`src/rtl/auto_load_pkg.sv`:
```
// Shared definitions for the DCFEB auto-load sequence controller.
// Latency: n/a (types, constants and an elaboration-time helper only).
// Backpressure: n/a.
package auto_load_pkg;

    // Controller states; the 3-bit encoding is visible in debug captures.
    typedef enum logic [2:0] {
        ST_IDLE = 3'd0,
        ST_SYNC = 3'd1,
        ST_RUN  = 3'd2,
        ST_DONE = 3'd3,
        ST_FAIL = 3'd4
    } al_state_t;

    // Width of the saturating retry total reported to software.
    localparam int RETRY_TOT_W = 8;

    // Ceiling log2, used only on parameters at elaboration time.
    function automatic int clog2(input int value);
        int r;
        int v;
        r = 0;
        v = value - 1;
        while (v > 0) begin
            r = r + 1;
            v = v >>> 1;
        end
        return r;
    endfunction

endpackage

```
`src/rtl/al_watchdog.sv`:
```
// Per-sequence watchdog: counts cycles while enabled, flags the all-ones count.
// Latency: tc is combinational from the count; the count moves one step per CLK.
// Backpressure: none; clr wins over en.
// Ports: CLK/RST_N clock and async active-low reset, clr zeroes the count,
//        en advances it, tc is high while enabled on the terminal count.
module al_watchdog #(
    parameter int TMO_W = 16
) (
    input  logic CLK,
    input  logic RST_N,
    input  logic clr,
    input  logic en,
    output logic tc
);

    logic [TMO_W-1:0] cnt;

    always_ff @(posedge CLK or negedge RST_N) begin
        if (!RST_N) begin
            cnt <= '0;
        end else if (clr) begin
            cnt <= '0;
        end else if (en) begin
            cnt <= cnt + TMO_W'(1);
        end
    end

    // Terminal when the 2^TMO_W-th enabled cycle is in progress.
    assign tc = en & (&cnt);

endmodule

```
`src/rtl/auto_load_seq_ctrl.sv`:
```
// Multi-sequence auto-load controller: SYNC hold, RUN with watchdog, bounded retries, DONE/FAIL.
// Latency: all outputs registered from the next state, changing on the same edge as the state.
// Backpressure: waits indefinitely on AL_DATA_RDY in IDLE and REARM in DONE/FAIL; RUN is watchdog-bounded.
// Ports: AL_DATA_RDY/SEQ_DONE/SEQ_ERR/REARM in; CLR_ADDR, SYNC, START_AL, USE_AL_DATA,
//        SEQ_SEL, AL_DONE, AL_FAIL, RETRY_TOT out to the I2C sequencer and status.
module auto_load_seq_ctrl
    import auto_load_pkg::*;
#(
    parameter  int NSEQ      = 4,
    parameter  int SYNC_CYC  = 1,
    parameter  int TMO_W     = 16,
    parameter  int MAX_RETRY = 2,
    localparam int SEQ_W     = (NSEQ > 1) ? clog2(NSEQ) : 1
) (
    input  logic                   CLK,
    input  logic                   RST_N,
    input  logic                   AL_DATA_RDY,
    input  logic                   SEQ_DONE,
    input  logic                   SEQ_ERR,
    input  logic                   REARM,
    output logic                   CLR_ADDR,
    output logic                   SYNC,
    output logic                   START_AL,
    output logic                   USE_AL_DATA,
    output logic [SEQ_W-1:0]       SEQ_SEL,
    output logic                   AL_DONE,
    output logic                   AL_FAIL,
    output logic [RETRY_TOT_W-1:0] RETRY_TOT
);

    localparam logic [SEQ_W-1:0] LAST_SEQ  = SEQ_W'(NSEQ - 1);
    localparam logic [3:0]       SYNC_LAST = 4'(SYNC_CYC - 1);
    localparam logic [2:0]       RETRY_MAX = 3'(MAX_RETRY);

    al_state_t              state, state_nxt;
    logic [3:0]             sync_cnt, sync_cnt_nxt;
    logic [2:0]             retry, retry_nxt;
    logic [SEQ_W-1:0]       seq_sel_nxt;
    logic [RETRY_TOT_W-1:0] retry_tot_nxt;
    logic                   run_err;
    logic                   wd_tc;
    logic                   clr_addr_nxt, sync_nxt, start_al_nxt, use_al_data_nxt;
    logic                   al_done_nxt, al_fail_nxt;

    al_watchdog #(.TMO_W(TMO_W)) u_watchdog (
        .CLK   (CLK),
        .RST_N (RST_N),
        .clr   (state != ST_RUN),
        .en    (state == ST_RUN),
        .tc    (wd_tc)
    );

    // State, counters and registered outputs.
    always_ff @(posedge CLK or negedge RST_N) begin
        if (!RST_N) begin
            state       <= ST_IDLE;
            sync_cnt    <= '0;
            retry       <= '0;
            SEQ_SEL     <= '0;
            RETRY_TOT   <= '0;
            CLR_ADDR    <= 1'b0;
            SYNC        <= 1'b0;
            START_AL    <= 1'b0;
            USE_AL_DATA <= 1'b0;
            AL_DONE     <= 1'b0;
            AL_FAIL     <= 1'b0;
        end else begin
            state       <= state_nxt;
            sync_cnt    <= sync_cnt_nxt;
            retry       <= retry_nxt;
            SEQ_SEL     <= seq_sel_nxt;
            RETRY_TOT   <= retry_tot_nxt;
            CLR_ADDR    <= clr_addr_nxt;
            SYNC        <= sync_nxt;
            START_AL    <= start_al_nxt;
            USE_AL_DATA <= use_al_data_nxt;
            AL_DONE     <= al_done_nxt;
            AL_FAIL     <= al_fail_nxt;
        end
    end

    // Next state and counter updates.
    always_comb begin
        state_nxt     = state;
        sync_cnt_nxt  = '0;       // hold counter only runs inside SYNC
        retry_nxt     = retry;
        seq_sel_nxt   = SEQ_SEL;
        retry_tot_nxt = RETRY_TOT;
        run_err       = 1'b0;
        case (state)
            ST_IDLE: begin
                if (AL_DATA_RDY) begin
                    state_nxt     = ST_SYNC;
                    seq_sel_nxt   = '0;
                    retry_nxt     = '0;
                    retry_tot_nxt = '0;
                end
            end
            ST_SYNC: begin
                if (sync_cnt == SYNC_LAST) begin
                    state_nxt = ST_RUN;
                end else begin
                    sync_cnt_nxt = sync_cnt + 4'd1;
                end
            end
            ST_RUN: begin
                // Error beats completion; completion beats the watchdog.
                if (SEQ_ERR) begin
                    run_err = 1'b1;
                end else if (SEQ_DONE) begin
                    if (SEQ_SEL == LAST_SEQ) begin
                        state_nxt = ST_DONE;
                    end else begin
                        seq_sel_nxt = SEQ_SEL + SEQ_W'(1);
                        retry_nxt   = '0;
                        state_nxt   = ST_SYNC;
                    end
                end else if (wd_tc) begin
                    run_err = 1'b1;
                end
                if (run_err) begin
                    if (retry < RETRY_MAX) begin
                        retry_nxt = retry + 3'd1;
                        if (RETRY_TOT != '1) begin
                            retry_tot_nxt = RETRY_TOT + RETRY_TOT_W'(1);
                        end
                        state_nxt = ST_SYNC;
                    end else begin
                        state_nxt = ST_FAIL;
                    end
                end
            end
            ST_DONE, ST_FAIL: begin
                if (REARM) begin
                    state_nxt = ST_IDLE;
                end
            end
            default: begin
                state_nxt = ST_IDLE;
            end
        endcase
    end

    // Output decode from the next state so outputs move with the state edge.
    always_comb begin
        clr_addr_nxt    = (state_nxt == ST_IDLE) || (state_nxt == ST_DONE) || (state_nxt == ST_FAIL);
        sync_nxt        = (state_nxt == ST_SYNC);
        start_al_nxt    = (state_nxt == ST_RUN);
        use_al_data_nxt = (state_nxt == ST_SYNC) || (state_nxt == ST_RUN);
        al_done_nxt     = (state_nxt == ST_DONE);
        al_fail_nxt     = (state_nxt == ST_FAIL);
    end

endmodule

```
`config.mk`:
```
export PLATFORM = sky130hd
export DESIGN_NAME = auto_load_seq_ctrl
export DESIGN_NICKNAME = d
export VERILOG_FILES = /design/src/rtl/auto_load_pkg.sv /design/src/rtl/al_watchdog.sv /design/src/rtl/auto_load_seq_ctrl.sv
export SDC_FILE = /design/constraint.sdc
export NUM_CORES = 1
export LEC_CHECK = 0
export CAP_MARGIN = 40
export CORE_MARGIN = 1.5
export CORE_UTILIZATION = 55
export DETAILED_ROUTE_END_ITERATION = 7
export GPL_ROUTABILITY_DRIVEN = 1
export HOLD_SLACK_MARGIN = 0.03
export PLACE_DENSITY = 0.78
export SETUP_SLACK_MARGIN = 0.15
export SYNTH_ARGS = -nofsm -noshare
export SYNTH_HDL_FRONTEND = slang
export SYNTH_SLANG_ARGS = --single-unit
```
`constraint.sdc`:
```
create_clock -name CLK -period 2.8 [get_ports CLK]
set_clock_uncertainty 0.1 [all_clocks]
set_input_delay 0.56 -clock CLK [delete_from_list [all_inputs] [get_ports CLK]]
set_output_delay 0.56 -clock CLK [all_outputs]
set_load 0.02 [all_outputs]
```
## After elaboration in Yosys (flattened, before gate mapping)

Cells that the tools add are included.

| word-level totals | value |
|---|---|
| bits in writable memories | 0 |
| output and inout port bits | 16 |
| flip-flop bits (word level) | 42 |
| memories kept | 0 |
| logic and storage cells | 84 |
| bits in read-only memories | 0 |
| input port bits | 6 |
| latch bits | 0 |

| cells by class | value |
|---|---|
| multiplexer cells | 34 |
| bitwise logic cells | 1 |
| reductions and logical operators | 13 |
| shifts and indexed selects | 0 |
| eq/ne operators | 18 |
| div/mod/pow operators | 0 |
| multipliers | 0 |
| add/subtract/negate cells | 5 |
| magnitude comparators | 1 |

Operators with widths:

| cell | number |
|---|---|
| 3-bit 2-to-1 mux | 13 |
| 16-bit 2-to-1 mux | 2 |
| 8-bit 2-to-1 mux | 4 |
| 16-bit by 1-bit adder with 16-bit output, second input constant | 1 |
| 8-bit case mux with 2 select lines | 1 |
| 16-bit AND reduction | 1 |
| 2-bit != test, second input constant | 7 |
| 3-bit by 2-bit == test with 1-bit output, second input constant | 4 |
| 3-bit case mux with 4 select lines | 1 |
| 2-bit 2-to-1 mux | 5 |
| 5-bit AND reduction | 2 |
| 8-bit by 1-bit adder with 8-bit output, second input constant | 1 |
| 4-bit 2-to-1 mux | 2 |
| 8-bit != test, second input constant | 1 |
| 3-bit by 1-bit == test with 1-bit output, second input constant | 2 |
| 3-bit == test, second input constant | 2 |
| 3-bit logical NOT | 2 |
| 3-bit case mux with 2 select lines | 1 |
| 4-bit by 1-bit adder with 4-bit output, second input constant | 1 |
| 4-bit logical NOT | 1 |
| 1-bit 2-to-1 mux | 4 |
| 2-bit case mux with 2 select lines | 1 |
| 2-bit nonzero test | 2 |
| 3-bit by 1-bit adder with 3-bit output, second input constant | 1 |
| other kinds (8) | 10 |

## Logic depth before layout (Yosys ltp)

Gate-level depths: netlist of run 1.

| depth | value |
|---|---|
| word-level depth | 11 |
| mapped depth | 7 |
| gate-level depth less buffers | 7 |

## Cells and area by module

Synthesis of run 1 repeated with hierarchy kept, for this count alone.

| unflattened totals | value |
|---|---|
| cells, all modules | 211 |
| area, all modules | 2198.4 µm² |

By module, submodules not included:

| module | seq. area each (µm²) | cells an instance | instances | area an instance (µm²) |
|---|---|---|---|---|
| auto_load_seq_ctrl | 650.6 | 128 | 1 | 1360.1 |
| al_watchdog | 400.4 | 83 | 1 | 838.3 |

## Worst setup path after synthesis of run 1

OpenSTA, ideal clock, no wires.

| path | value |
|---|---|
| path kind | reg-to-reg |
| start point | reg u_watchdog.cnt[0] |
| end point | reg CLR_ADDR |
| setup slack | 0.846 ns |
| data required time | 2.564 ns |
| library setup time | 0.136 ns |
| arrival | 1.718 ns |
| path buffers | 1 |
| period minus slack after synthesis | 1.954 ns |
| cell stages (with the launch flop) | 8 |
| cells stage by stage | dfrtp_1 ha_1 nand2_1 or3_1 buf_6 o311ai_4 a21oi_2 xor2_1 |

| between the ends | value |
|---|---|
| longest elaborated chain between the ends | 11 |
| elaborated cells between the ends (all ways) | 13 |
| those cells by class | eq/ne: 2; mux: 6; bitwise: 1; reduce/logical: 4 |

Ends and longest elaborated chain:

| item | line | source |
|---|---|---|
| from (decl) | al_watchdog.sv:16 | `logic [TMO_W-1:0] cnt;` |
| from (signal assigned) | al_watchdog.sv:24 | `cnt <= cnt + TMO_W'(1);` |
| 16-bit AND reduction * | al_watchdog.sv:29 | `assign tc = en & (&cnt);` |
| 1-bit AND * | al_watchdog.sv:29 |  |
| 1-bit 2-to-1 mux * | auto_load_seq_ctrl.sv:118 | `end else if (wd_tc) begin` |
| 1-bit 2-to-1 mux * | auto_load_seq_ctrl.sv:110 | `end else if (SEQ_DONE) begin` |
| 1-bit 2-to-1 mux * | auto_load_seq_ctrl.sv:108 | `if (SEQ_ERR) begin` |
| 1-bit 2-to-1 mux * | auto_load_seq_ctrl.sv:90 | `case (state)` |
| 3-bit 2-to-1 mux * | auto_load_seq_ctrl.sv:121 | `if (run_err) begin` |
| 3-bit case mux with 4 select lines * | auto_load_seq_ctrl.sv:90 |  |
| 3-bit by 2-bit == test with 1-bit output or 3-bit logical NOT (tied branches) | auto_load_seq_ctrl.sv:146 | `clr_addr_nxt = (state_nxt == ST_IDLE) \|\| (state_nxt == ST_DONE) \|\| (state_nxt == ST_FAIL);` |
| 1-bit logical OR | auto_load_seq_ctrl.sv:146 |  |
| 1-bit logical OR * | auto_load_seq_ctrl.sv:146 |  |
| via clr_addr_nxt | auto_load_seq_ctrl.sv:42 | `logic clr_addr_nxt, sync_nxt, start_al_nxt, use_al_data_nxt;` |
| to (signal assigned) | auto_load_seq_ctrl.sv:73 | `CLR_ADDR <= clr_addr_nxt;` |
| to (decl) | auto_load_seq_ctrl.sv:21 | `output logic CLR_ADDR,` |

Mark *: on every way through the listed nets, which the timed path passes. The rest lies on a longest branch. The select of a mux whose other input is x is not followed.
A chain may end at the register's enable or synchronous reset.

## Worst setup path after layout of run 1

Same ends and word-level chain as after synthesis.

==> impl_metrics.py, run 1 <==
metrics = {
    "die": {
        "start_util_pct": 57.8,
        "fp.dieH_um": 65.2,
        "die_outline_area_mm2": 0.00426,
        "pin_count": 22,
        "design.core.area_mm2": 0.00369,
        "placementRows": 22,
        "die_w_um": 65.2,
    },
    "global_route": {
        "grt_start_max_net_pins": 33,
        "globalRouteTotalUtil_pct": 22.9,
        "wire_length_of_the_first_global_routing_pass_um": 7420,
        "initial_antenna_violation_count": 0,
        "first_global_vias": 1627,
        "grt_overflow": 0,
    },
    "route": {
        "drt-vias-per-instance": 5.66,
        "drtIter0Drc": 134,
        "antenna_violating_nets_post_route": 0,
        "drc": 0,
        "routedWlPerCell_um": 14.9,
        "postRouteWirelength_um": 4170,
        "vias": 1586,
        "first_pass_drt_iterations": 4,
    },
    "placement": {
        "buffer_ports.inserted": 21,
        "detailed_place.area_mm2": 0.00239,
        "placed_cells_incl_taps": 271,
        "dp_worst_setup_slack_ns": 0.292,
        "finalWeightedCongestion": 0.859,
        "hpwlAfterDp_um": 2990,
    },
    "synth": {
        "synth.area.top_cells": "sky130_fd_sc_hd__dfrtp_1 (49%), sky130_fd_sc_hd__nor2_1 (4.8%), sky130_fd_sc_hd__xnor2_1 (3.7%), sky130_fd_sc_hd__ha_1 (3.5%), sky130_fd_sc_hd__nand2_1 (3.5%)",
        "async_flop_share_pct": 100,
        "synth-edff-count": 0,
        "post_synth_inst_count": 206,
        "yosysWarnings": 0,
        "syn_area_mm2": 0.00213,
        "post-synth-top-count-cell": "sky130_fd_sc_hd__dfrtp_1",
        "synthDominantAreaCellType": "sky130_fd_sc_hd__dfrtp_1",
        "synth_largest_type_area_fraction_pct": 49.3,
        "synth-seq-cells": 42,
        "syn_avg_cell_area_um2": 10.3,
        "synth_top_flop_cell": "sky130_fd_sc_hd__dfrtp_1",
        "yosysUniqueCellTypes": 45,
        "synth_nets": 218,
        "synth-seq-area-share_pct": 49.3,
        "synth_top_cells_by_count": "sky130_fd_sc_hd__dfrtp_1 (42), sky130_fd_sc_hd__nor2_1 (27), sky130_fd_sc_hd__nand2_1 (20), sky130_fd_sc_hd__nand3_1 (9), sky130_fd_sc_hd__xnor2_1 (9)",
    },
    "timing": {
        "maxClockFrequency_ghz": 0.443,
        "holdWs_ns": 0.397,
        "rsz_0062_raised_after_global_routing": "no",
        "setup_total_negative_slack_ns": 0,
        "finalSetupViolations": 0,
        "finalWorstPathRequiredPeriod_ns": 2.26,
        "fin_crit_sh_pct": 80.5,
        "fin_ws_ns": 0.545,
        "slew_headroom_pct": 69.5,
        "drv_slew": 0,
        "timing_hold_violations_final": 0,
        "worstMarginPinSlew_ns": 0.457,
    },
    "power_and_ir_drop": {
        "clkPwrFrac_pct": 20.5,
        "power_frac_seq_pct": 41.4,
        "intPower_mw": 1.22,
        "power_mw": 1.97,
        "ir_worst_vdd_mv": 0.551,
        "power.switching_mw": 0.754,
        "combPwrFrac_pct": 38.1,
        "p_sw_share_pct": 38.2,
        "power.density_cell_area_mw_per_mm2": 792,
        "power.static_leakage_nw": 1.13,
    },
    "worst_setup_path": {
        "worst_ep_arrival_time_ns": 2.32,
        "worst_r2r_startpoint": "u_watchdog.cnt[0]$_DFF_PN0_",
        "cp_cell_instances": "ha_1, nand2_1, or3_1, o311ai_4, a21oi_2, xor2_1",
        "crit_buf_inv": 0,
        "critical_path_class": "flop to flop",
        "worstPathRequired_ns": 2.87,
        "beginning_of_the_critical_path": "u_watchdog.cnt[0]$_DFF_PN0_",
        "timing.critical_path.from_type": "flop",
        "worstSetupEndpointType": "flop",
        "critical_path.max_fanout": 7,
        "cp_top_family": "simple AND/OR/NAND/NOR gates",
        "crit_slowest_cell": "sky130_fd_sc_hd__or3_1",
        "critical-path-max-stage-delay_ns": 0.54,
        "minimum_setup_slack_among_reg_to_reg_paths_ns": 0.54,
    },
    "hold_path": {
        "worst_hold_startpoint": "sync_cnt[0]$_DFF_PN0_",
        "min-delay-path-class": "flop to flop",
    },
    "clock_tree": {
        "clk_transition_reported_paths_ns": 0.07,
        "clock_latency_ns": 0.30,
        "cts_buffers": 5,
        "cts.path.max_buffers": 2,
        "clock_tree.root_cell": "sky130_fd_sc_hd__clkbuf_8",
        "htree_num_levels": 2,
        "postCtsSetupBuffers": 0,
        "numClockSinks": 42,
        "clock_tree_from_tritoncts": "built",
    },
    "layout": {
        "nNetsFinal": 243,
        "area_growth_syn_to_layout_pct": 17.0,
        "core_occupancy_in_the_finished_layout_pct": 67.6,
        "fraction_of_layout_cells_with_a_size_suffix_above_1_pct": 9.91,
        "final_design_area_no_fill_mm2": 0.00249,
        "diode_count": 0,
        "layout.cells.non_filler": 280,
    },
    "outcome": {
        "status": "finished, final reports clean",
    },
    "run": {
        "maxCapViolCount": 0,
    },
}
per-layer routing:
metal / vias to the layer above / global-route usage [%] / wire length [µm]
met3: 3 / 6.51 / 232
met2: 40 / 37.2 / 2070
li1: 765 / - / -
met4: 0 / 8.07 / 32
met1: 778 / 29.3 / 1840
met5: - / 0 / 0
placed cells by master (no fill, tap or decap), types with 2 or more instances in the layout:
| cell type | netlist | layout |
|---|---|---|
| sky130_fd_sc_hd__o21a_1 | 2 | 2 |
| sky130_fd_sc_hd__nor2_1 | 27 | 27 |
| sky130_fd_sc_hd__inv_1 | 6 | 6 |
| sky130_fd_sc_hd__and2_1 | 5 | 5 |
| sky130_fd_sc_hd__ha_1 | 6 | 6 |
| sky130_fd_sc_hd__nand4_1 | 3 | 3 |
| sky130_fd_sc_hd__a32o_1 | 4 | 4 |
| sky130_fd_sc_hd__or2_2 | 2 | 2 |
| sky130_fd_sc_hd__mux2i_1 | 4 | 4 |
| sky130_fd_sc_hd__buf_4 | 1 | 2 |
| sky130_fd_sc_hd__o21ai_1 | 2 | 2 |
| sky130_fd_sc_hd__nor2b_1 | 3 | 3 |
| sky130_fd_sc_hd__or3_1 | 2 | 2 |
| sky130_fd_sc_hd__nand2_1 | 20 | 20 |
| sky130_fd_sc_hd__nand2b_1 | 6 | 6 |
| sky130_fd_sc_hd__and3_1 | 6 | 6 |
| sky130_fd_sc_hd__xnor2_1 | 9 | 9 |
| sky130_fd_sc_hd__nand3_1 | 9 | 9 |
| sky130_fd_sc_hd__o21ai_0 | 3 | 3 |
| sky130_fd_sc_hd__a21oi_1 | 2 | 2 |
| sky130_fd_sc_hd__nor3_1 | 3 | 3 |
| sky130_fd_sc_hd__clkbuf_8 | 0 | 6 |
| sky130_fd_sc_hd__and4_1 | 5 | 5 |
| sky130_fd_sc_hd__a31oi_1 | 3 | 3 |
| sky130_fd_sc_hd__clkdlybuf4s50_1 | 0 | 20 |
| sky130_fd_sc_hd__dfrtp_1 | 42 | 42 |
| sky130_fd_sc_hd__xor2_1 | 8 | 8 |
kinds of logic after synthesis:
kind of cell	after synthesis	synth area share [%]
flip-flops	42	49.3
buffers and inverters	13	2.94
AND/OR/NAND/NOR	97	24.3
AO/OA/AOI/OAI	26	10.5
adder cells (fa/ha/maj)	6	3.52
XOR/XNOR	17	6.99
multiplexers	5	2.41
flip-flops by register name, summed over array words and instances, names as in the netlist, 2 cells and up:
signal          cells
retry               3
RETRY_TOT           8
sync_cnt            4
SEQ_SEL             2
u_watchdog.cnt     16
state               3
timing repair:
action,4_1_cts,5_1_grt
hold buffers,1,0
gates resized for setup,0,0
endpoints found under the hold margin,5,0
final cells by class:
class	count	area, µm²
clock buffers	7	86.3
clock inverters	1	5.00
fillers	284	1200
inverters	6	22.5
multi-input cells	151	1020
flip-flops and latches	42	1050
well taps	48	60.1
repair buffers	25	250
power by group through the flow:
stage	registers [mW]	clock network [mW]	logic [mW]
2_1_floorplan	0.856	0	0.470
4_1_cts	0.816	0.410	0.757
6_report	0.818	0.404	0.752
3_3_place_gp	0.819	0	0.714
3_5_place_dp	0.827	0	0.753
5_1_grt	0.840	0.433	0.835
final timing paths:
kind                                               endpoint  cells past startpoint
worst max-delay path                     CLR_ADDR$_DFF_PN0_                      6
worst min-delay path                  sync_cnt[0]$_DFF_PN0_                      1
worst max register to register           CLR_ADDR$_DFF_PN0_                      6
worst min register to register        sync_cnt[0]$_DFF_PN0_                      1
max in group asynchronous       u_watchdog.cnt[5]$_DFF_PN0_                      3
min in group asynchronous          RETRY_TOT[7]$_DFFE_PN0P_                      2
Note: power is estimated with default switching activity, not from simulation.
==> inputs of run 2 (changes only) <==
==> constraint.sdc (replaced) <==
create_clock -name CLK -period 2.2 [get_ports CLK]
set_clock_uncertainty 0.1 [all_clocks]
set_input_delay 0.44 -clock CLK [delete_from_list [all_inputs] [get_ports CLK]]
set_output_delay 0.44 -clock CLK [all_outputs]
set_load 0.02 [all_outputs]
==> run 2 against run 1 <==
Against the previous run: count of clock-buffer cells in the layout decreased by 1; routed wire length up 8.9%; critical path depth did not move; final cell count grew 3.6%; register-to-register slack worse by 0.36 ns; fmax up 12%; core utilization grew 3.1 points; total power grew 34%; global-route usage fell by 0.099 points; highest routed layer unchanged.
==> impl_metrics.py, run 2 (synthesized netlist as in run 1, its figures left out) <==
metrics = {
    "worst_setup_path": {
        "critical_path.max_fanout": 4,
        "worst_r2r_endpoint": "u_watchdog.cnt[12]$_DFF_PN0_",
        "crit_buf_inv": 1,
        "cp_top_family": "simple AND/OR/NAND/NOR gates",
        "worstPathRequired_ns": 2.31,
        "timing.reg2reg.worst_path_depth": 6,
        "worst_r2r_startpoint": "u_watchdog.cnt[1]$_DFF_PN0_",
        "worstSetupEndpointType": "flop",
        "critical-path-max-stage-delay_ns": 0.43,
        "beginning_of_the_critical_path": "u_watchdog.cnt[1]$_DFF_PN0_",
        "setup.worst_path.end": "u_watchdog.cnt[12]$_DFF_PN0_",
        "critical_path_class": "flop to flop",
        "minimum_setup_slack_among_reg_to_reg_paths_ns": 0.19,
        "cp_cell_instances": "ha_2, nand2_1, or3_4, buf_4, or3_1, a21oi_1",
        "timing.critical_path.from_type": "flop",
        "crit_slowest_cell": "sky130_fd_sc_hd__or3_4",
        "cp_num_cells": 6,
        "worst_ep_arrival_time_ns": 2.13,
    },
    "layout": {
        "fillCellCount": 264,
        "area_growth_syn_to_layout_pct": 22.4,
        "final_design_area_no_fill_mm2": 0.00261,
        "max_flop_register": "u_watchdog.cnt",
        "diode_count": 0,
        "final_common_cell": "sky130_fd_sc_hd__dfrtp_1",
        "mostFrequentLayoutCells": "sky130_fd_sc_hd__dfrtp_1 (41), sky130_fd_sc_hd__nor2_1 (27), sky130_fd_sc_hd__nand2_1 (20), sky130_fd_sc_hd__clkdlybuf4s50_1 (20), sky130_fd_sc_hd__buf_4 (12)",
        "fraction_of_layout_cells_with_a_size_suffix_above_1_pct": 15.7,
        "core_occupancy_in_the_finished_layout_pct": 70.7,
        "nNetsFinal": 253,
        "largest_registers": "u_watchdog.cnt: 16 flops, RETRY_TOT: 8 flops, sync_cnt: 4 flops",
        "largest_register_ff_count": 16,
    },
    "route": {
        "antenna_violating_nets_post_route": 0,
        "routedWlPerCell_um": 15.7,
        "drt-vias-per-instance": 5.64,
        "first_pass_drt_iterations": 4,
        "vias": 1636,
        "postRouteWirelength_um": 4540,
        "drtIter0Drc": 105,
        "drc": 0,
    },
    "global_route": {
        "grt_start_max_net_pins": 23,
        "initial_antenna_violation_count": 0,
        "grt_overflow": 0,
        "wire_length_of_the_first_global_routing_pass_um": 7470,
        "first_global_vias": 1644,
        "globalRouteTotalUtil_pct": 22.8,
    },
    "die": {
        "fp.dieH_um": 65.2,
        "design.core.area_mm2": 0.00369,
        "start_util_pct": 57.8,
        "die_outline_area_mm2": 0.00426,
        "die_w_um": 65.2,
        "pin_count": 22,
        "placementRows": 22,
    },
    "placement": {
        "hpwlAfterDp_um": 3130,
        "buffer_ports.inserted": 21,
        "detailed_place.area_mm2": 0.00244,
        "finalWeightedCongestion": 0.866,
    },
    "timing": {
        "maxClockFrequency_ghz": 0.497,
        "fin_crit_sh_pct": 91.5,
        "worstMarginPinSlew_ns": 0.537,
        "rsz_0062_raised_after_global_routing": "no",
        "slew_headroom_pct": 64.2,
        "drv_slew": 0,
        "finalSetupViolations": 0,
        "finalWorstPathRequiredPeriod_ns": 2.01,
        "timing_hold_violations_final": 0,
    },
    "clock_tree": {
        "cts_buffers": 5,
        "clk_transition_reported_paths_ns": 0.08,
        "numClockSinks": 42,
        "htree_num_levels": 2,
        "clock_tree_from_tritoncts": "built",
        "cts.path.max_buffers": 2,
        "clock_tree.root_cell": "sky130_fd_sc_hd__clkbuf_8",
        "clock_latency_ns": 0.30,
    },
    "run": {
        "maxCapViolCount": 0,
    },
    "power_and_ir_drop": {
        "p_sw_share_pct": 38.3,
        "power_frac_seq_pct": 39.2,
        "power.static_leakage_nw": 1.18,
        "power.density_cell_area_mw_per_mm2": 1020,
        "ir_worst_vdd_mv": 1.03,
        "power.switching_mw": 1.01,
        "clkPwrFrac_pct": 19.6,
        "combPwrFrac_pct": 41.2,
        "power_mw": 2.65,
        "intPower_mw": 1.63,
    },
    "hold_path": {
        "min-delay-path-class": "flop to flop",
    },
    "outcome": {
        "status": "finished, final reports clean",
    },
}
[run 2: changes by cell type in the layout (fill, tap and decap cells not counted), sizes merged]
cell and change:
clkbuf -1, clkinvlp +1, buf +10
[run 2: timing repair]
item	4_1_cts	5_1_grt
gates cloned	0	0
endpoints found under the setup margin	10	15
endpoints found under the hold margin	4	0
gates resized for setup	2	7
hold buffers	1	0
pin swaps	0	2
buffers inserted	0	3
[run 2: final cells by class]
| type | count | area, µm² | share of cell area, % |
|---|---|---|---|
| Inverter | 6 | 22.5 | 0.864 |
| Tap cell | 48 | 60.1 | 2.30 |
| Clock buffer | 6 | 82.6 | 3.17 |
| Multi-Input combinational cell | 151 | 1050 | 40.4 |
| Clock inverter | 2 | 12.5 | 0.480 |
| Timing Repair Buffer | 35 | 325 | 12.5 |
| Sequential cell | 42 | 1050 | 40.4 |
[run 2: metal layers]
metal  vias up  GRT usage [%]  part of all wire [%]
li1        780              -                     -
met1       807           30.0                    43
met2        45           36.9                    51
met3         4           6.85                   5.4
met4         0           5.99                  0.59
met5         -              0                     0
[run 2: worst min-delay path by stage]
stage,end,depth (start not counted),from,slack [ns]
after CTS,retry[0]$_DFFE_PN0P_,1,retry[0]$_DFFE_PN0P_,0.40
after floorplan,AL_DONE$_DFF_PN0_,0,RST_N,0.04
after detailed placement,u_watchdog.cnt[13]$_DFF_PN0_,1,RST_N,0.35
after global placement,u_watchdog.cnt[11]$_DFF_PN0_,1,RST_N,0.35
final,retry[0]$_DFFE_PN0P_,1,retry[0]$_DFFE_PN0P_,0.40
after global routing,sync_cnt[0]$_DFF_PN0_,1,sync_cnt[0]$_DFF_PN0_,0.45
[run 2: worst register-to-register path, cell delays in order, from the launching register on]
cell and delay (ns):
sky130_fd_sc_hd__dfrtp_1 0.38, sky130_fd_sc_hd__ha_2 0.21, sky130_fd_sc_hd__nand2_1 0.08, sky130_fd_sc_hd__or3_4 0.43
sky130_fd_sc_hd__buf_4 0.17, sky130_fd_sc_hd__or3_1 0.37, sky130_fd_sc_hd__a21oi_1 0.19
[run 2: through the flow]
step           setup TNS [ns]  std cells  hold slack (ns)  setup WS [ns]
2_1_floorplan               0        206           0.0444          0.246
3_3_place_gp           -0.782        278            0.346         -0.120
3_5_place_dp            -1.50        278            0.348         -0.201
4_1_cts                     0        287            0.401          0.162
5_1_grt                     0        290            0.445         0.0954
6_report                    0        290            0.400          0.186
[run 2: power by group through the flow]
stage               sequential, mW  clock (mW)  combinational [mW]
finish                        1.04       0.520                1.09
global route                  1.06       0.556                1.19
CTS                           1.03       0.535                1.04
detailed placement            1.05           0                1.03
global placement              1.03           0               0.985
floorplan                     1.09           0               0.598
==> inputs of run 3 (changes only) <==
--- a/config.mk
+++ b/config.mk
@@ -12,7 +12,9 @@
 export GPL_ROUTABILITY_DRIVEN = 1
 export HOLD_SLACK_MARGIN = 0.03
 export PLACE_DENSITY = 0.78
+export RECOVER_POWER = 50
 export SETUP_SLACK_MARGIN = 0.15
+export SLEW_MARGIN = 30
 export SYNTH_ARGS = -nofsm -noshare
 export SYNTH_HDL_FRONTEND = slang
 export SYNTH_SLANG_ARGS = --single-unit
==> run 3 against run 2 <==
Against the previous run: setup slack better by 0.00059 ns; final cell count stayed put; critical endpoint unchanged; highest routed layer unchanged; routed wire length is 0.26% higher; via count is 0.43% higher; critical path type unchanged; clock power hardly changed.
==> impl_metrics.py, run 3 (synthesized netlist as in run 1, its figures left out) <==
metrics = {
    "outcome": {
        "status": "finished, final reports clean",
    },
    "timing": {
        "rsz_0062_raised_after_global_routing": "no",
        "worstMarginPinSlew_ns": 1.31,
        "finalWorstPathRequiredPeriod_ns": 2.01,
        "timing_hold_violations_final": 0,
        "slew_headroom_pct": 12.4,
        "fin_crit_sh_pct": 91.5,
        "maxClockFrequency_ghz": 0.497,
        "finalSetupViolations": 0,
        "setup_total_negative_slack_ns": 0,
        "drv_slew": 0,
    },
    "layout": {
        "final_common_cell": "sky130_fd_sc_hd__dfrtp_1",
        "area_growth_syn_to_layout_pct": 22.2,
        "diode_count": 0,
        "nNetsFinal": 253,
        "max_flop_register": "u_watchdog.cnt",
        "largest_registers": "u_watchdog.cnt: 16 flops, RETRY_TOT: 8 flops, sync_cnt: 4 flops",
        "largest_register_ff_count": 16,
        "mostFrequentLayoutCells": "sky130_fd_sc_hd__dfrtp_1 (41), sky130_fd_sc_hd__nor2_1 (27), sky130_fd_sc_hd__nand2_1 (20), sky130_fd_sc_hd__clkdlybuf4s50_1 (20), sky130_fd_sc_hd__buf_4 (12)",
        "fraction_of_layout_cells_with_a_size_suffix_above_1_pct": 14.9,
    },
    "worst_setup_path": {
        "critical-path-max-stage-delay_ns": 0.43,
        "cp_top_family": "simple AND/OR/NAND/NOR gates",
        "critical_path_class": "flop to flop",
        "timing.critical_path.from_type": "flop",
        "worstSetupEndpointType": "flop",
        "minimum_setup_slack_among_reg_to_reg_paths_ns": 0.19,
        "critical_path.max_fanout": 4,
        "crit_slowest_cell": "sky130_fd_sc_hd__or3_4",
        "cp_cell_instances": "ha_2, nand2_1, or3_4, buf_4, or3_1, a21oi_1",
        "worst_ep_arrival_time_ns": 2.13,
        "worstPathRequired_ns": 2.31,
        "crit_buf_inv": 1,
    },
    "route": {
        "drtIter0Drc": 89,
        "routedWlPerCell_um": 15.7,
        "drc": 0,
        "vias": 1643,
        "drt-vias-per-instance": 5.67,
        "first_pass_drt_iterations": 4,
        "postRouteWirelength_um": 4560,
        "antenna_violating_nets_post_route": 0,
    },
    "clock_tree": {
        "clk_transition_reported_paths_ns": 0.08,
        "clock_tree.root_cell": "sky130_fd_sc_hd__clkbuf_8",
        "clock_latency_ns": 0.30,
        "htree_num_levels": 2,
        "cts.path.max_buffers": 2,
        "numClockSinks": 42,
        "cts_buffers": 5,
        "clock_tree_from_tritoncts": "built",
    },
    "placement": {
        "finalWeightedCongestion": 0.866,
        "buffer_ports.inserted": 21,
        "hpwlAfterDp_um": 3130,
    },
    "global_route": {
        "initial_antenna_violation_count": 0,
        "grt_start_max_net_pins": 23,
        "first_global_vias": 1644,
        "globalRouteTotalUtil_pct": 22.8,
        "grt_overflow": 0,
        "wire_length_of_the_first_global_routing_pass_um": 7470,
    },
    "run": {
        "maxCapViolCount": 0,
    },
    "power_and_ir_drop": {
        "power.static_leakage_nw": 1.18,
        "power.density_cell_area_mw_per_mm2": 1020,
        "power_mw": 2.65,
        "ir_worst_vdd_mv": 1.03,
    },
    "die": {
        "design.core.area_mm2": 0.00369,
        "die_outline_area_mm2": 0.00426,
        "placementRows": 22,
        "start_util_pct": 57.8,
        "pin_count": 22,
        "fp.dieH_um": 65.2,
        "die_w_um": 65.2,
    },
    "hold_path": {
        "min-delay-path-class": "flop to flop",
    },
}
-- run 3: cell count changes in the layout (fill, tap and decap cells not counted), sizes merged --
cell,delta
clkbuf,+1
buf,-1
-- run 3: area by class of cell --
type,count,area (µm²)
Clock buffer,6,82.6
Tap cell,48,60.1
Timing Repair Buffer,35,324
Clock inverter,2,12.5
Inverter,6,22.5
Sequential cell,42,1050
Multi-Input combinational cell,151,1050
Fill cell,266,1080
-- run 3: worst reg2reg max path, cell delays in order, from the launching register on --
cell                      delay [ns]
sky130_fd_sc_hd__dfrtp_1        0.38
sky130_fd_sc_hd__ha_2           0.21
sky130_fd_sc_hd__nand2_1        0.08
sky130_fd_sc_hd__or3_4          0.43
sky130_fd_sc_hd__buf_4          0.17
sky130_fd_sc_hd__or3_1          0.37
sky130_fd_sc_hd__a21oi_1        0.19
-- run 3: metal layers --
layer	global-route usage (%)	vias up	share of wire (%)
li1	-	781	-
met1	30.0	810	43
met2	36.9	44	51
met3	6.85	8	4.8
met4	5.99	0	1.6
met5	0	-	0
-- run 3: per-stage QoR --
stage | cells | setup slack (ns) | utilization (%) | area [µm²] | hold slack, ns
floorplan | 206 | 0.246 | - | 2130 | 0.0444
global placement | 278 | -0.120 | 66.2 | 2440 | 0.346
detailed placement | 278 | -0.201 | 66.2 | 2440 | 0.348
CTS | 287 | 0.162 | 69.3 | 2550 | 0.401
global route | 290 | 0.0954 | 70.6 | 2600 | 0.445
finish | 290 | 0.187 | 70.6 | 2600 | 0.402
-- run 3: what timing repair did --
item,CTS,global route
resized for setup,2,7
hold endpoints to repair,4,0
pin swaps,0,2
setup buffers,0,3
hold buffers,1,0
endpoints found under the setup margin,10,15
-- run 3: worst paths after layout --
path,endpoint,cells after the start,startpoint
setup / recovery,u_watchdog.cnt[12]$_DFF_PN0_,6,u_watchdog.cnt[1]$_DFF_PN0_
hold / removal,retry[0]$_DFFE_PN0P_,1,retry[0]$_DFFE_PN0P_
setup reg to reg,u_watchdog.cnt[12]$_DFF_PN0_,6,u_watchdog.cnt[1]$_DFF_PN0_
hold reg to reg,retry[0]$_DFFE_PN0P_,1,retry[0]$_DFFE_PN0P_
max in group asynchronous,sync_cnt[2]$_DFF_PN0_,2,RST_N
min in group asynchronous,u_watchdog.cnt[11]$_DFF_PN0_,2,RST_N
-- run 3: power breakdown --
part	switching [mW]	internal (mW)	total, mW	leakage [nW]
registers	0.130	0.909	1.04	0.567
logic	0.619	0.473	1.09	0.568
clock network	0.269	0.252	0.521	0.0472
==> variant: new RTL, config.mk and constraints of run 1 <==
`TMO_W` is set to 16 in 2 places; all go to 32.
--- a/src/rtl/al_watchdog.sv
+++ b/src/rtl/al_watchdog.sv
@@ -4,7 +4,7 @@
 // Ports: CLK/RST_N clock and async active-low reset, clr zeroes the count,
 //        en advances it, tc is high while enabled on the terminal count.
 module al_watchdog #(
-    parameter int TMO_W = 16
+    parameter int TMO_W = 32
 ) (
     input  logic CLK,
     input  logic RST_N,
--- a/src/rtl/auto_load_seq_ctrl.sv
+++ b/src/rtl/auto_load_seq_ctrl.sv
@@ -8,7 +8,7 @@
 #(
     parameter  int NSEQ      = 4,
     parameter  int SYNC_CYC  = 1,
-    parameter  int TMO_W     = 16,
+    parameter  int TMO_W     = 32,
     parameter  int MAX_RETRY = 2,
     localparam int SEQ_W     = (NSEQ > 1) ? clog2(NSEQ) : 1
 ) (
Behaviour: same outputs for any inputs over 10 cycles, from zero or initial values and one cycle with RST_N low; that may be too few to reach the edited logic, so the function may still have changed.
==> variant against run 1 <==
Synthesized cell count increased by 50%. Wire length grew 43%. Die area increased by 40%. Total power is 35% higher. Count of clock-buffer cells in the layout grew 6. Synthesized area grew 42%. Worst setup slack worse by 0.10 ns. Largest power group unchanged. Sequential cell count up 16. Cell area up 41%. Combinational power grew 11%.
==> variant: results (changes against run 1) <==
Outcome
  – Status: completed

Global route
  – Vias in the first global route: 2,194 (+35%)
  – Largest net degree at the start of global routing: 34 (+3.0%)
  – Initial antenna violation count: 0 (unchanged)
  – First-pass GRT wire length: 10,400 um (+40%)
  – Total track usage: 22.3% (-0.56 points)

Placement
  – I/O Buffers: 21 (unchanged)
  – Final HPWL DP: 4210 um (+41%)
  – GP Congestion: 0.883 (+2.7%)
  – Placed cell area: 0.00332 sq mm (+39%)

Final layout
  – Largest registers: u_watchdog.cnt: 32 flops, RETRY_TOT: 8 flops, sync_cnt: 4 flops
  – Fin nets: 348 (+43%)
  – Biggest register: u_watchdog.cnt
  – Share of cells above drive strength 1: 8.53% (-1.4 points)
  – Diode count: 0 (unchanged)

Synth
  – Distinct cell type count after synthesis: 49 (+8.9%)
  – Commonest cells post-synth: 58 x dfrtp_1, 43 x nor2_1, 28 x nand2_1
  – Dominant cells by area after synthesis: dfrtp_1 48%, xor2_1 6.7%, nor2_1 5.3%, nand3_1 3.8%, nand2_1 3.5%
  – Yosys Warn Count: 0 (unchanged)
  – Sequential area share after synthesis: 48.0% (-1.3 points)
  – Post-synth ARST share: 100% (unchanged)
  – Syn_nets: 321 (+47%)

Routing
  – Met2 wire len: 2950 um (+43%)
  – Total number of vias: 2,299 (+45%)
  – Met3 routed WL: 256 um (+10%)
  – Drt total wl: 5970 um (+43%)
  – Top sig layer: met4
  – DRT iter0 DRCs: 87 (-35%)
  – DR pass1 iterations: 4 (unchanged)
  – Met1 wire length: 2720 um (+48%)

Setup path
  – Startpoint of the worst-slack reg-to-reg timing path: state[2]
  – RR Endpoint: SYNC
  – Worst EP arrival: 2.50 ns (+0.18 ns)
  – FF-to-FF path depth: 5 (-1)
  – Setup slack, reg-to-reg: 0.44 ns (-0.10 ns)
  – Crit-path max FO: 17 (+10)

Clock tree
  – Post-CTS Setup Bufs: 0 (unchanged)
  – CTS buffer count: 9 (+4)
  – Clock-pin slew of the registers on the worst-case setup and hold paths: 0.07 ns (about the same)
  – Worst-Skew Late Latency: 0.34 ns (+0.04 ns)
  – Clock root cell: clkbuf_8
  – CTS Buffer Depth: 2 (unchanged)
  – Max H-tree Level: 3 (+1)
  – Post_cts resized: 0 (unchanged)

STA
  – Slew @ Worst Pin: 0.672 ns (+0.215 ns)

Pwr
  – Peak supply drop: 0.000591 V (+7.3%)
  – P_leak: 1.60 nW (+41%)

Hold path
  – Min-delay worst type: input port to asynchronous set/reset pin
[variant: changes by cell type in the layout (fill, tap and decap cells not counted), sizes merged, moves of 4 or more]
cell    change
nor2       +17
xor2       +15
nand2       +8
nand3b      +4
nand3      +13
nand4       +8
a32o        -4
clkbuf      +6
dfrtp      +16
[variant: power by group]
group | internal, W | leakage (nW) | switching [W]
Combinational | 0.000339 | 0.700 | 0.000498
Sequential | 0.000944 | 0.793 | 0.0000970
Clock | 0.000478 | 0.106 | 0.000318
Total | 0.00176 | 1.60 | 0.000913
[variant: worst max-delay path by stage]
stage | to | start | depth (start not counted) | slack (ns)
after global routing | SYNC | state[2] | 5 | 0.25
after detailed placement | SYNC | SEQ_DONE | 5 | 0.25
after CTS | SYNC | state[2] | 5 | 0.45
final | SYNC | state[2] | 5 | 0.44
after floorplan | RETRY_TOT[6] | state[2] | 6 | 0.73
after global placement | CLR_ADDR | SEQ_ERR | 6 | 0.31
[variant: cell type report]
type	count	area, sq um
clock buffer	13	169
clock inverter	2	35.0
fill	416	1680
inverter	8	30.0
multi-input combinational	232	1490
sequential	58	1450
tap	70	87.6
timing repair buffer	27	263
[variant: cell families after synthesis]
kind of cell | count (synthesis) | synth area share (%)
AOI/OAI and AO/OA | 27 | 6.87
xor gates and xnor gates | 32 | 9.28
adders and majority gates | 6 | 2.48
buffers and inverters | 19 | 2.69
DFF | 58 | 48.0
muxes | 7 | 2.40
and+or+nand+nor | 160 | 28.2
[variant: worst max-delay path, cell delays in order (launching register included)]
cell and delay [ns]:
dfrtp_1 0.47, or3b_4 0.55, buf_4 0.24, nor3_1 0.35, o21ai_0 0.30, a31oi_1 0.25
[variant: stage by stage]
| stage | hold WS [ns] | setup WS [ns] | std cells |
|---|---|---|---|
| 2_1_floorplan | 0.164 | 0.732 | 309 |
| 3_3_place_gp | 0.363 | 0.307 | 395 |
| 3_5_place_dp | 0.373 | 0.254 | 395 |
| 4_1_cts | 0.150 | 0.454 | 410 |
| 5_1_grt | 0.193 | 0.251 | 410 |
| 6_report | 0.138 | 0.445 | 410 |
[variant: layer usage]
layer,vias to the layer above,global-route usage [%]
met5,-,0
met4,0,5.82
met3,4,7.74
met2,43,35.0
met1,1121,29.5
li1,1131,-
